## src/rtl/riscv_lsu.sv

```systemverilog
// riscv_lsu: memory stage of the my_riscv pipeline.
// Passes ALU results through to writeback, or runs a single load/store over a
// req/ready + rvalid data-memory handshake with byte-lane alignment and
// sign/zero extension. Upstream is stalled while an access is outstanding.
module riscv_lsu #(
  parameter logic [6:0] OP_LOAD  = 7'b0000011,
  parameter logic [6:0] OP_STORE = 7'b0100011
) (
  input  logic        i_clk,
  input  logic        i_rst,
  input  logic        i_valid,
  input  logic [6:0]  i_opcode,
  input  logic [2:0]  i_funct3,
  input  logic [31:0] i_alu_num,
  input  logic [31:0] i_store_data,
  input  logic [4:0]  i_rd,
  input  logic        i_rd_we,
  output logic        o_stall,
  output logic        o_mem_req,
  output logic        o_mem_we,
  output logic [31:0] o_mem_addr,
  output logic [31:0] o_mem_wdata,
  output logic [3:0]  o_mem_be,
  input  logic        i_mem_ready,
  input  logic        i_mem_rvalid,
  input  logic [31:0] i_mem_rdata,
  output logic        o_valid,
  output logic [31:0] o_wb_data,
  output logic [4:0]  o_rd,
  output logic        o_wb_en,
  output logic        o_fault
);

  typedef enum logic [1:0] {S_IDLE, S_REQ, S_WAIT} state_e;

  state_e      state_q, state_d;

  // Memory-side request registers (held stable for the whole REQ phase)
  logic [31:0] mem_addr_q, mem_addr_d;
  logic [31:0] mem_wdata_q, mem_wdata_d;
  logic [3:0]  mem_be_q, mem_be_d;
  logic        mem_we_q, mem_we_d;
  // Load context kept for extraction when the data returns
  logic [2:0]  funct3_q, funct3_d;
  logic [1:0]  off_q, off_d;
  logic [4:0]  ld_rd_q, ld_rd_d;
  // Writeback registers
  logic        valid_q, valid_d;
  logic        fault_q, fault_d;
  logic [31:0] wb_data_q, wb_data_d;
  logic [4:0]  rd_q, rd_d;
  logic        wb_en_q, wb_en_d;

  logic        is_load, is_store, f3_legal, misaligned, capture, mem_ok;
  logic [3:0]  st_be;
  logic [31:0] st_wdata;
  logic [7:0]  ld_byte;
  logic [15:0] ld_half;
  logic [31:0] ld_data;

  // Decode the incoming instruction: class, funct3 legality and alignment
  always_comb begin
    // NOTE: every signal written here gets a default first so no latch is inferred.
    is_load    = (i_opcode == OP_LOAD);
    is_store   = (i_opcode == OP_STORE);
    f3_legal   = 1'b0;
    if (is_load) begin
      case (i_funct3)
        3'b000, 3'b001, 3'b010, 3'b100, 3'b101: f3_legal = 1'b1;
        default:                                f3_legal = 1'b0;
      endcase
    end else if (is_store) begin
      case (i_funct3)
        3'b000, 3'b001, 3'b010: f3_legal = 1'b1;
        default:                f3_legal = 1'b0;
      endcase
    end
    misaligned = ((i_funct3[1:0] == 2'b01) && i_alu_num[0]) ||
                 ((i_funct3[1:0] == 2'b10) && (i_alu_num[1:0] != 2'b00));
    capture    = (state_q == S_IDLE) && i_valid;
    mem_ok     = capture && (is_load || is_store) && f3_legal && !misaligned;
  end

  // Store byte enables and lane-replicated write data
  always_comb begin
    st_be    = 4'b1111;
    st_wdata = i_store_data;
    case (i_funct3[1:0])
      2'b00: begin
        st_be    = 4'b0001 << i_alu_num[1:0];
        st_wdata = {4{i_store_data[7:0]}};
      end
      2'b01: begin
        st_be    = 4'b0011 << i_alu_num[1:0];
        st_wdata = {2{i_store_data[15:0]}};
      end
      default: ;
    endcase
  end

  // Load lane extraction with sign/zero extension
  always_comb begin
    case (off_q)
      2'd0:    ld_byte = i_mem_rdata[7:0];
      2'd1:    ld_byte = i_mem_rdata[15:8];
      2'd2:    ld_byte = i_mem_rdata[23:16];
      default: ld_byte = i_mem_rdata[31:24];
    endcase
    ld_half = off_q[1] ? i_mem_rdata[31:16] : i_mem_rdata[15:0];
    case (funct3_q)
      3'b000:  ld_data = {{24{ld_byte[7]}}, ld_byte};
      3'b100:  ld_data = {24'd0, ld_byte};
      3'b001:  ld_data = {{16{ld_half[15]}}, ld_half};
      3'b101:  ld_data = {16'd0, ld_half};
      default: ld_data = i_mem_rdata;
    endcase
  end

  // FSM state register
  always_ff @(posedge i_clk) begin
    // NOTE: sequential state uses non-blocking assignments so every flop samples pre-edge values.
    if (i_rst) state_q <= S_IDLE;
    else       state_q <= state_d;
  end

  // FSM next-state logic
  always_comb begin
    state_d = state_q;
    case (state_q)
      S_IDLE:  if (mem_ok)       state_d = S_REQ;
      S_REQ:   if (i_mem_ready)  state_d = mem_we_q ? S_IDLE : S_WAIT;
      S_WAIT:  if (i_mem_rvalid) state_d = S_IDLE;
      default:                   state_d = S_IDLE;
    endcase
  end

  // FSM outputs
  always_comb begin
    o_mem_req = (state_q == S_REQ);
    o_stall   = (state_q != S_IDLE);
  end

  // Datapath next-state: capture, store completion, load return
  always_comb begin
    mem_addr_d  = mem_addr_q;
    mem_wdata_d = mem_wdata_q;
    mem_be_d    = mem_be_q;
    mem_we_d    = mem_we_q;
    funct3_d    = funct3_q;
    off_d       = off_q;
    ld_rd_d     = ld_rd_q;
    valid_d     = 1'b0;
    fault_d     = 1'b0;
    wb_data_d   = wb_data_q;
    rd_d        = rd_q;
    wb_en_d     = wb_en_q;
    case (state_q)
      S_IDLE: begin
        if (mem_ok) begin
          mem_addr_d  = {i_alu_num[31:2], 2'b00};
          mem_be_d    = is_store ? st_be : 4'b1111;
          mem_wdata_d = is_store ? st_wdata : 32'd0;
          mem_we_d    = is_store;
          funct3_d    = i_funct3;
          off_d       = i_alu_num[1:0];
          ld_rd_d     = i_rd;
        end else if (capture && (is_load || is_store)) begin
          valid_d = 1'b1;
          fault_d = 1'b1;
          rd_d    = i_rd;
          wb_en_d = 1'b0;
        end else if (capture) begin
          valid_d   = 1'b1;
          wb_data_d = i_alu_num;
          rd_d      = i_rd;
          wb_en_d   = i_rd_we;
        end
      end
      S_REQ: begin
        if (i_mem_ready && mem_we_q) begin
          valid_d = 1'b1;
          rd_d    = ld_rd_q;
          wb_en_d = 1'b0;
        end
      end
      S_WAIT: begin
        if (i_mem_rvalid) begin
          valid_d   = 1'b1;
          wb_data_d = ld_data;
          rd_d      = ld_rd_q;
          wb_en_d   = (ld_rd_q != 5'd0);
        end
      end
      default: ;
    endcase
  end

  // Datapath registers
  always_ff @(posedge i_clk) begin
    if (i_rst) begin
      mem_addr_q  <= '0;
      mem_wdata_q <= '0;
      mem_be_q    <= '0;
      mem_we_q    <= 1'b0;
      funct3_q    <= '0;
      off_q       <= '0;
      ld_rd_q     <= '0;
      valid_q     <= 1'b0;
      fault_q     <= 1'b0;
      wb_data_q   <= '0;
      rd_q        <= '0;
      wb_en_q     <= 1'b0;
    end else begin
      mem_addr_q  <= mem_addr_d;
      mem_wdata_q <= mem_wdata_d;
      mem_be_q    <= mem_be_d;
      mem_we_q    <= mem_we_d;
      funct3_q    <= funct3_d;
      off_q       <= off_d;
      ld_rd_q     <= ld_rd_d;
      valid_q     <= valid_d;
      fault_q     <= fault_d;
      wb_data_q   <= wb_data_d;
      rd_q        <= rd_d;
      wb_en_q     <= wb_en_d;
    end
  end

  assign o_mem_we    = mem_we_q;
  assign o_mem_addr  = mem_addr_q;
  assign o_mem_wdata = mem_wdata_q;
  assign o_mem_be    = mem_be_q;
  assign o_valid     = valid_q;
  assign o_fault     = fault_q;
  assign o_wb_data   = wb_data_q;
  assign o_rd        = rd_q;
  assign o_wb_en     = wb_en_q;

endmodule
```

## config.mk

```make
export PLATFORM = sky130hd
export DESIGN_NAME = riscv_lsu
export DESIGN_NICKNAME = d
export VERILOG_FILES = /design/src/rtl/riscv_lsu.sv
export SDC_FILE = /design/constraint.sdc
export NUM_CORES = 1
export LEC_CHECK = 0
export BUFFER_PORTS_ARGS = -buffer_cell sky130_fd_sc_hd__buf_2
export CORE_ASPECT_RATIO = 0.6
export CORE_MARGIN = 2
export CORE_UTILIZATION = 49
export CTS_CLUSTER_DIAMETER = 100
export DETAILED_ROUTE_END_ITERATION = 8
export PLACE_DENSITY = 0.89
export SYNTH_ARGS = -nofsm -noshare
export SYNTH_HDL_FRONTEND = slang
export SYNTH_SLANG_ARGS = --single-unit
```

## constraint.sdc

```tcl
create_clock -name i_clk -period 2.8 [get_ports i_clk]
set_input_delay 0.56 -clock i_clk [delete_from_list [all_inputs] [get_ports i_clk]]
set_output_delay 0.56 -clock i_clk [all_outputs]
set_load 0.02 [all_outputs]
```

### Yosys cells after proc, flatten, opt, wreduce, memory -nomap -nowiden

Cells that the tools add are included.

| storage, ports and cells | value |
|---|---|
| register bits | 119 |
| latch bits | 0 |
| bits in writable memories | 0 |
| memory bits (read-only) | 0 |
| input bits | 117 |
| output and inout bits | 111 |
| memories kept | 0 |

| cells by class | value |
|---|---|
| add/sub/neg operators | 0 |
| multipliers | 0 |
| divide/modulo/power cells | 0 |
| magnitude comparators | 0 |
| equal/unequal tests | 23 |
| shift-type cells | 2 |
| muxes and demuxes | 40 |
| bitwise logic cells | 1 |
| reduce and logical (&&, ||, !) cells | 27 |

Operators by type and width:

| kind | count |
|---|---|
| 32-bit 2-to-1 mux | 5 |
| 32-bit one-hot mux with 2 select lines | 2 |
| 32-bit one-hot mux with 4 select lines | 1 |
| 5-bit 2-to-1 mux | 5 |
| 8-bit one-hot mux with 3 select lines | 1 |
| 16-bit 2-to-1 mux | 1 |
| 1-bit 2-to-1 mux | 15 |
| 5-bit one-hot mux with 3 select lines | 1 |
| 3-bit equality test, second input constant | 4 |
| 2-bit inequality test, second input constant | 5 |
| 5-bit AND reduction | 2 |
| 2-bit 2-to-1 mux | 4 |
| 4-bit one-hot mux with 2 select lines | 1 |
| 7-bit by 2-bit equality test with 1-bit output, second input constant | 1 |
| 7-bit by 6-bit equality test with 1-bit output, second input constant | 1 |
| 1-bit logical AND | 7 |
| 2-bit by 1-bit equality test with 1-bit output, second input constant | 3 |
| 2-bit equality test, second input constant | 3 |
| 3-bit by 1-bit equality test with 1-bit output, second input constant | 2 |
| 2-bit zero test | 3 |
| 3-bit zero test | 2 |
| 1-bit one-hot mux with 3 select lines | 2 |
| 2-bit one-hot mux with 3 select lines | 1 |
| 2-bit nonzero test | 3 |
| other kinds (15) | 18 |

### Logic depth before layout (Yosys ltp)

| depth | value |
|---|---|
| depth after elaboration | 9 |
| gate-level depth with buffers | 9 |

### Worst setup path before layout

OpenSTA, ideal clock, no wires.

| timing path | value |
|---|---|
| path type | input to register |
| start point | input port i_opcode[3] |
| end point | register mem_addr_q[22] (netlist: o_mem_addr[22]) |
| setup time | 0.132 ns |
| data arrival time | 2.006 ns |
| slack | 0.661 ns |
| stages on the path | 7 |
| path buffers | 2 |
| cells stage by stage | nor4_1 nand4_2 or3_1 buf_2 buf_2 nand2_1 a21oi_1 |

| between the ends | value |
|---|---|
| cells in the longest elaborated chain, start to end | 6 |
| elaborated cells between the ends (all ways) | 9 |

Ends and longest elaborated chain:

| item | line | text |
|---|---|---|
| start, declared | 12 | `input logic [6:0] i_opcode,` |
| 7-bit by 6-bit equality test with 1-bit output / 7-bit by 2-bit equality test with 1-bit output (equally long branches) | 65, 64 |  |
| 1-bit 2-to-1 mux / 1-bit logical OR (equally long branches) | 72, 81 |  |
| 1-bit 2-to-1 mux / 1-bit logical AND (equally long branches) | 67, 81 |  |
| 1-bit logical AND (*) (2 in series) | 81 | `mem_ok = capture && (is_load \|\| is_store) && f3_legal && !misaligned;` |
| 2-bit AND reduction (no line) (*) | n/a |  |
| end signal, assigned | 214 | `mem_addr_q <= mem_addr_d;` |
| end, declared | 39 | `logic [31:0] mem_addr_q, mem_addr_d;` |

Mark *: on every way between the ends. The rest lies on a longest branch, timed or not.
A chain may end at the register's enable or synchronous reset.

### Worst setup path in the final report

| timing path | value |
|---|---|
| start point | register state_q[0] |
| end point | register wb_data_q[15] (netlist: o_wb_data[15]) |

| between the ends | value |
|---|---|
| cells in the longest elaborated chain, start to end | 7 |
| elaborated cells between the ends (all ways) | 13 |

Ends and longest elaborated chain:

| item | line | text |
|---|---|---|
| start, declared | 36 | `state_e state_q, state_d;` |
| start signal, assigned | 123 | `else state_q <= state_d;` |
| 2-bit zero test | 80, 157 |  |
| 1-bit logical AND | 80 | `capture = (state_q == S_IDLE) && i_valid;` |
| 1-bit logical AND | 81, 167 |  |
| 1-bit logical AND (2 in series) | 81 |  |
| 2-bit inequality test (no line) | n/a |  |
| 5-bit AND reduction (no line) | n/a |  |
| end signal, assigned | 223 | `wb_data_q <= wb_data_d;` |
| end, declared | 50 | `logic [31:0] wb_data_q, wb_data_d;` |

Several ways; a longest one is shown, not always the timed one.

==> metrics.yaml <==
setup_viol: 0
yosysMostFrequentCell: "nand2_1"
cts_resized: 0
max-vdd-ir-drop_mv: 0.473
r2r-end: "o_wb_data[15]"
die_y_um: 88.4
async_flop_share: 0
syn_area_sq_um: 5820
cp_max_fo: 17
ys_seq_elements: 119
use_met3: 0.0915
yosys.area.top_type: "dfxtp_1"
start_kind: "flop"
diodes: 0
top_level_ports: 228
initial_core_util: 0.508
whs_ns: 0.411
synth_top_cell_area_share: 0.409
hold_viol: 0
power.total_mw: 5.83
drv_slew: 0
hold_end: "ld_rd_q[0]"
grt_overflow: 0
grt.busiest_layer: "met2"
worst_slack_ns: 0.546
synth_edf_count: 0
min_path_type: "input pin to flop"
p_leak_nw: 3.38
max_cap_violations: 0
final_nets: 1074
max_freq_mhz: 444
hold_start: "i_rd[0]"
dieArea_sq_um: 12800
reg2reg_slack_ns: 0.55
grt_max_degree: 75
vias: 6326
core_sq_um: 11400
yosys_warnings: 0
grt_use_met2: 0.436
p_per_area_nw_per_um2: 764
drt_iter0_markers: 439
cts_root_buf: "clkbuf_16"
cts_buffers: 17
place.gp.congestion: 0.935
post_cts_buffers: 0
crit_type: "flop to flop"
drtAntennaViolNets: 0
tightest_slew_ns: 0.817
syn_area_per_cell_sq_um: 7.72
synth_commonest_cells: "nand2_1 (175), dfxtp_1 (119), a21oi_1 (93)"
dpl_cell_area_sq_um: 7090
worst-path-buf-inv: 2
wire_per_inst_um: 17.0
drt_wl_total_um: 19100
r2r_start: "state_q[0]"
drtPass1Iterations: 7
holdBufCountCts: 0
dp_hpwl_um: 13800
fin_skew_ns: 0.00755
post-route-period-util: 0.805
worstSetupEndpointType: "flop"
clkTransAtPathRegs_ns: 0.06
cpPeakStageDelay_ns: 0.53
cts.htree.levels: 4
period_minus_slack_ns: 2.25
cts_tree: "done"
worstPathArrival_ns: 2.50
place_ws_ns: 0.302
io_buffers: 225
drt-vias-per-instance: 5.63
grt_usage: 0.294
grt_pass1_vias: 5720
clkLatencyLatePin_ns: 0.40
ys_seq_area_frac: 0.409
antenna_found_initial: 0
ys_top_cells_by_area: "dfxtp_1 (41%), nand2_1 (11%), a21oi_1 (8.0%)"
holdPathStages: 3
rsz0062_at_grt: "false"
ys.flop_type: "dfxtp_1"
area_growth_pct: 31.0
ys_types: 43
crit_slowest_cell: "nor2b_1"
use_met1: 0.416
die-width_um: 145
drive_gt1_frac: 0.315
cp_cell_sequence: "inv_1 > ha_2 > buf_4 > nor2b_1 > nand2_1 > nor2_1 > o41ai_1"
setup-tns-final_ns: 0
timing.slew.headroom: 0.454
synthCells: 754
rows: 30
worstPathRequired_ns: 3.05
clockBufferDepth: 2
grt_pass1_wl_um: 29200
final_cell_area_sq_um: 7620
r2r_cells: 7
cts.sinks: 119
drc_errors: 0
critPathTopFamily: "simple AND/OR/NAND/NOR gates"
outcome: "completed"
## logic make-up (layout without fill, tap and decap cells)
group | count (synthesis) | count (layout) | synth area share
adders and majority gates | 5 | 5 | 0.0108
AOI/OAI and AO/OA | 192 | 192 | 0.207
DFF | 119 | 119 | 0.409
buffers and inverters | 87 | 295 | 0.0619
and+or+nand+nor | 306 | 306 | 0.230
muxes | 44 | 44 | 0.0804
other | 1 | 2 | 0.000645
## worst register-to-register path, cell delays in order, from the launching register on
cell and delay (ns):
dfxtp_1 0.34, inv_1 0.13, ha_2 0.39, buf_4 0.29
nor2b_1 0.53, nand2_1 0.12, nor2_1 0.20, o41ai_1 0.10
## flip-flops by register name, summed over array words and instances (netlist names), 2 cells and up
name and count:
o_mem_wdata 32, o_mem_be 4, o_wb_data 32, state_q 2, funct3_q 3, off_q 2, o_rd 5, o_mem_addr 30
ld_rd_q 5
## power by group
group | internal (mW) | leakage, nW | switching [mW]
Combinational | 0.625 | 2.16 | 1.13
Clock | 1.21 | 0.256 | 0.758
Sequential | 1.96 | 0.967 | 0.149
Total | 3.79 | 3.38 | 2.04
## through the flow
stage / util / instances
2_1_floorplan: - / 755
3_3_place_gp: 0.619 / 1093
3_5_place_dp: 0.619 / 1093
4_1_cts: 0.666 / 1123
5_1_grt: 0.666 / 1123
6_report: 0.666 / 1123
## cells in the final DEF (no fill, tap or decap), types with 2 or more instances in the layout
cell type	instances
nor2b_1	6
mux2i_1	22
nor3_1	10
clkbuf_8	4
clkbuf_16	17
o21ai_0	19
ha_1	4
o41ai_1	17
clkinvlp_4	4
buf_2	224
clkinv_2	4
mux2_2	22
buf_4	15
conb_1	2
nand2_1	175
a21oi_1	93
inv_1	21
a2111o_1	2
nor2_1	43
nand3b_1	17
nand2b_1	4
a311oi_1	5
a31oi_1	14
buf_12	5
o31ai_1	2
nand3_1	42
o22ai_1	22
dfxtp_1	119
a211oi_1	10
## final cells by class
class                           count  area, sq um
Fill cell                         986         3820
Multi-Input combinational cell    549         3090
Sequential cell                   119         2380
Timing Repair Buffer              244         1330
Clock buffer                       22          484
Tap cell                          160          200
Inverter                           21         78.8
Clock inverter                      8         50.0
## per-layer routing
layer,vias to the layer above,routed length [um]
li1,3028,-
met1,2879,8510
met2,392,8220
met3,27,2210
met4,0,197
met5,-,0
## worst max-delay path by stage
stage / startpoint / slack (ns) / end / depth (start not counted)
after floorplan: i_opcode[3] / 0.66 / o_mem_addr[22] / 7
after global placement: i_alu_num[0] / 0.30 / o_mem_be[3] / 8
after detailed placement: i_alu_num[0] / 0.30 / o_rd[1] / 7
after CTS: state_q[0] / 0.55 / o_stall / 4
after global routing: state_q[0] / 0.38 / o_wb_data[15] / 7
final: state_q[0] / 0.55 / o_wb_data[15] / 7
Note: power is estimated with default switching activity, not from simulation.
